==> config.mk <==
export PLATFORM = sky130hd
export DESIGN_NAME = mcpu_alu_arbiter
export DESIGN_NICKNAME = d
export VERILOG_FILES = /design/src/rtl/mcpu_pkg.sv /design/src/rtl/mcpu_alu_arbiter_alu.sv /design/src/rtl/mcpu_alu_arbiter.sv
export SDC_FILE = /design/constraint.sdc
export NUM_CORES = 1
export LEC_CHECK = 0
export CORE_MARGIN = 3
export CORE_UTILIZATION = 49
export CTS_CLUSTER_DIAMETER = 100
export DETAILED_ROUTE_END_ITERATION = 7
export PLACE_DENSITY = 0.82
export SLEW_MARGIN = 5
export SYNTH_ARGS = -nofsm -noshare
export SYNTH_HDL_FRONTEND = slang
export SYNTH_SLANG_ARGS = --single-unit
==> constraint.sdc <==
create_clock -name clk -period 2.1 [get_ports clk]
set_input_delay 0.42 -clock clk [delete_from_list [all_inputs] [get_ports clk]]
set_output_delay 0.42 -clock clk [all_outputs]
set_load 0.02 [all_outputs]
==> src/rtl/mcpu_pkg.sv <==
// mcpu_pkg: shared opcodes, FSM state encoding and default widths for the MCPU ALU slice
package mcpu_pkg;
  localparam int CMD_SIZE  = 2;
  localparam int WORD_SIZE = 8;
  localparam logic [CMD_SIZE-1:0] OP_AND = 2'd0;
  localparam logic [CMD_SIZE-1:0] OP_OR  = 2'd1;
  localparam logic [CMD_SIZE-1:0] OP_XOR = 2'd2;
  localparam logic [CMD_SIZE-1:0] OP_ADD = 2'd3;
  typedef enum logic [1:0] {ST_IDLE, ST_EXEC, ST_RESP} state_t;
endpackage

==> src/rtl/mcpu_alu_arbiter_alu.sv <==
// MCPU_Alu: combinational ALU (AND/OR/XOR/ADD) with carry-out of ADD as overflow
module MCPU_Alu
  import mcpu_pkg::*;
#(
  parameter int CMD_SIZE  = mcpu_pkg::CMD_SIZE,
  parameter int WORD_SIZE = mcpu_pkg::WORD_SIZE
) (
  input  logic [CMD_SIZE-1:0]  cmd,
  input  logic [WORD_SIZE-1:0] r1,
  input  logic [WORD_SIZE-1:0] r2,
  output logic [WORD_SIZE-1:0] out,
  output logic                 overflow
);
  logic [WORD_SIZE:0] sum;
  // Result select; ADD wraps and its carry becomes overflow
  always_comb begin
    sum      = {1'b0, r1} + {1'b0, r2};
    out      = cmd == OP_AND ? r1 & r2 :
               cmd == OP_OR  ? r1 | r2 :
               cmd == OP_XOR ? r1 ^ r2 : sum[WORD_SIZE-1:0];
    overflow = cmd == OP_ADD && sum[WORD_SIZE];
  end
endmodule

==> src/rtl/mcpu_alu_arbiter.sv <==
// mcpu_alu_arbiter: shares one MCPU_Alu between two requesters; MCPU_ALU_ARB_RR_EN selects round-robin
module mcpu_alu_arbiter
  import mcpu_pkg::*;
#(
  parameter int CMD_SIZE  = mcpu_pkg::CMD_SIZE,
  parameter int WORD_SIZE = mcpu_pkg::WORD_SIZE,
  parameter int CNT_SIZE  = 16
) (
  input  logic                 clk,
  input  logic                 rst_n,
  input  logic                 req0_valid,
  output logic                 req0_ready,
  input  logic [CMD_SIZE-1:0]  req0_op,
  input  logic [WORD_SIZE-1:0] req0_a,
  input  logic [WORD_SIZE-1:0] req0_b,
  input  logic                 req1_valid,
  output logic                 req1_ready,
  input  logic [CMD_SIZE-1:0]  req1_op,
  input  logic [WORD_SIZE-1:0] req1_a,
  input  logic [WORD_SIZE-1:0] req1_b,
  output logic                 rsp_valid,
  input  logic                 rsp_ready,
  output logic                 rsp_id,
  output logic [WORD_SIZE-1:0] rsp_data,
  output logic                 rsp_ovf,
  output logic [CNT_SIZE-1:0]  op_count
);
  state_t               state;
  logic [CMD_SIZE-1:0]  op_q;
  logic [WORD_SIZE-1:0] a_q, b_q, alu_out;
  logic                 alu_ovf, accept, win;
`ifdef MCPU_ALU_ARB_RR_EN
  logic last_grant;
  // Contention alternates away from the previous winner
  always_comb win = req0_valid && req1_valid ? !last_grant : req1_valid;
`else
  // Requester 0 wins any contention
  always_comb win = !req0_valid;
`endif
  // Ready is gated by rst_n so nothing is accepted while reset is held
  always_comb begin
    accept     = rst_n && state == ST_IDLE && (req0_valid || req1_valid);
    req0_ready = accept && !win;
    req1_ready = accept && win;
  end
  MCPU_Alu #(.CMD_SIZE(CMD_SIZE), .WORD_SIZE(WORD_SIZE)) alu_u (
    .cmd(op_q), .r1(a_q), .r2(b_q), .out(alu_out), .overflow(alu_ovf)
  );
  // Accept -> compute -> hold response until consumed
  always_ff @(posedge clk or negedge rst_n) begin
    if (!rst_n) begin
      state     <= ST_IDLE;
      op_q      <= '0;
      a_q       <= '0;
      b_q       <= '0;
      rsp_valid <= 1'b0;
      rsp_id    <= 1'b0;
      rsp_data  <= '0;
      rsp_ovf   <= 1'b0;
      op_count  <= '0;
`ifdef MCPU_ALU_ARB_RR_EN
      last_grant <= 1'b1;
`endif
    end else begin
      case (state)
        ST_IDLE: if (accept) begin
          op_q   <= win ? req1_op : req0_op;
          a_q    <= win ? req1_a : req0_a;
          b_q    <= win ? req1_b : req0_b;
          rsp_id <= win;
          state  <= ST_EXEC;
`ifdef MCPU_ALU_ARB_RR_EN
          last_grant <= win;
`endif
        end
        ST_EXEC: begin
          rsp_data  <= alu_out;
          rsp_ovf   <= alu_ovf;
          rsp_valid <= 1'b1;
          state     <= ST_RESP;
        end
        default: if (rsp_ready) begin
          rsp_valid <= 1'b0;
          op_count  <= &op_count ? op_count : op_count + 1'b1;
          state     <= ST_IDLE;
        end
      endcase
    end
  end
endmodule

==> results.cfg <==
[routing]
wl_mm = 6.057
wire_per_inst_um = 13.92
met2_length_mm = 2.947
dr.pass1.iters = 4
wl_met1_mm = 2.785
drc = 0
via_per_inst = 5.200
drt_first_iter_violations = 191
vias = 2262
top_layer = met4
met3_length_um = 250
ant_nets = 0

[die]
io_pins = 70
die_w_um = 80.78
coreArea_sq_um = 5270
die_height_um = 80.78
start_util_pct = 51.99
die_area_sq_um = 6525
rows = 26

[global_route]
grt_pass1_wl_mm = 10.28
grt_max_degree = 48
grtUsageTotal_pct = 20.17
overflow = 0
antenna_found_initial = 0
grt_pass1_vias = 2218

[timing]
hold_viol_final = 0
setup_slack_ps = 107.9
tightest_slew_ps = 666.0
rsz0062_at_grt = no
fin_crit_sh_pct = 94.86
finalSetupViolCount = 0
period_needed_ps = 1992
clock.fmax_mhz = 502.0
slew_violations = 0
setup_tns_ps = 0
holdWs_ps = 267.7
finClkSkew_ps = 7.153
slew_headroom_pct = 55.60

[placement]
place_inst = 427
routabilityCongestion = 0.8343
placed_area_sq_um = 3530
post-dp-hpwl_mm = 4.771
pre_cts_ws_ps = -183.9
portBuffers = 69

[clocking]
cts_made_buffers = 5
clockBufferDepth = 2
post-cts-setup-buffer-count = 0
cts_hold_buf = 0
cts.sinks = 47
cts-root-buf = clkbuf_8
cts_tree = built
clock_latency_ps = 300
clk_pin_slew_worst_paths_ps = 90
h-tree-depth = 2

[setup_path]
crit_type = flop to output port
crit_fanout = 5
cpPeakStageDelay_ps = 430
cpMaxStageDelayCell = dfrtp_1
worstPathArrival_ps = 1570
crit_path_cell_trace = nor2_1 > buf_4 > and3_1 > dlygate4sd2_1
crit_path_end_kind = output port
startpoint_type = flop
crit_required_ps = 1680

[flow_run]
cap_violations = 0

[yosys]
synth_warnings = 0
synth.most_common_cell = dfrtp_1
synthArstFlopShare_pct = 100.0
synth_cell_types = 42
synthCells = 291
synth.top_cells.by_area = dfrtp_1 43%, ha_1 7.8%, mux2i_1 7.3%
ys_seq_elements = 47
yosysTopAreaCell = dfrtp_1
ys_seq_area_share_pct = 42.92
synth_ff_type = dfrtp_1
synth_edf_count = 0
synth_top_cell_area_share_pct = 42.92
ys_top_cells_by_count = 47 x dfrtp_1, 34 x nand2_1, 28 x o21ai_0, 24 x inv_1, 20 x mux2i_1
synth.net_count = 350
syn_area_per_cell_sq_um = 9.416
synthesis.area_sq_um = 2740

[final_layout]
layoutNonFillerInstCount = 435
diodes = 0
nNetsFinal = 423
seqCellArea_sq_um = 1176
area_delta_synth_final_pct = 31.87
multi_input_area_sq_um = 1423
design_area_sq_um = 3613
nFillCells = 453
final_layout_size_suffix_gt1_share_pct = 6.575
final_core_util_pct = 68.57

[pwr]
max-vdd-ir-drop_v = 0.0005510
power_mw = 4.121
p_leak_nw = 1.666
powerDensity_nw_per_um2 = 1140

[outcome]
status = completed

[hold_path]
min_path_type = input port to async pin
[placed cells by master (no fill, tap or decap), types with 4 or more instances in the layout]
cell type | netlist | layout
mux2i_1 | 20 | 20
o21ai_0 | 28 | 28
nand2_1 | 34 | 34
clkdlybuf4s50_1 | 0 | 66
a21oi_1 | 11 | 11
inv_1 | 24 | 24
nor2_1 | 16 | 16
nand4_1 | 5 | 5
nor3_1 | 4 | 4
xor2_1 | 6 | 6
buf_4 | 0 | 9
dfrtp_1 | 47 | 47
xnor2_1 | 11 | 11
nand3_1 | 8 | 8
clkbuf_8 | 0 | 5
o21ai_1 | 6 | 6
a21o_1 | 5 | 5
ha_1 | 17 | 17
and3_1 | 5 | 5
[registers in the layout, summed over array words and instances, names as in the netlist]
| name | cells |
|---|---|
| op_count | 16 |
| a_q | 8 |
| b_q | 8 |
| rsp_data | 8 |
| op_q | 2 |
| state | 2 |
| rsp_id | 1 |
| rsp_ovf | 1 |
| rsp_valid | 1 |
[kinds of logic (layout without fill, tap and decap cells)]
group	count (synthesis)	after routing	share of synthesized area, %
AO/OA/AOI/OAI	64	64	13.47
XOR/XNOR	17	17	5.434
adder cells (fa/ha/maj)	18	18	8.493
buffers and inverters	36	110	5.160
flip-flops	47	47	42.92
multiplexers	22	22	8.539
AND/OR/NAND/NOR	87	87	15.98
[cell type report]
| class | count | area share (%) |
|---|---|---|
| multi-input combinational | 208 | 39.37 |
| sequential | 47 | 32.55 |
| timing repair buffer | 78 | 20.81 |
| inverter | 24 | 2.493 |
| tap | 70 | 2.424 |
| clock buffer | 6 | 2.008 |
| clock inverter | 2 | 0.3463 |
[layer usage]
layer	vias to the layer above	GRT usage, %
li1	1141	-
met1	1059	27.77
met2	55	33.36
met3	7	2.993
met4	0	5.574
met5	-	0
[power breakdown]
group          leakage [nW]  internal (mW)  switching, mW
Clock                0.0412          0.233          0.314
Combinational          1.03          0.956           1.02
Sequential            0.594           1.23          0.374
[critical path: cells and delay by family, from the launching register on]
| kind | cells | cell delay [ps] |
|---|---|---|
| and+or+nand+nor | 2 | 350 |
| DFF | 1 | 430 |
| buffers and inverters | 2 | 490 |
[worst paths after layout]
kind / cells past startpoint / start / end / slack (ps)
worst min register to register: 2 / rsp_data[2] / rsp_data[2] / 480
min in group clk: 2 / rsp_data[2] / rsp_data[2] / 480
worst max register to register: 7 / a_q[4] / rsp_data[7] / 140
worst max-delay path: 4 / state[0] / req0_ready / 110
worst min-delay path: 2 / rst_n / rsp_ovf / 270
max in group asynchronous: 2 / rst_n / a_q[1] / 1430
[repair_timing]
action,in CTS,in global routing
gates resized for setup,2,1
endpoints found under the hold margin,0,0
gates cloned,0,0
pin swaps,0,0
endpoints found under the setup margin,2,1
(Power assumes the default switching activity.)
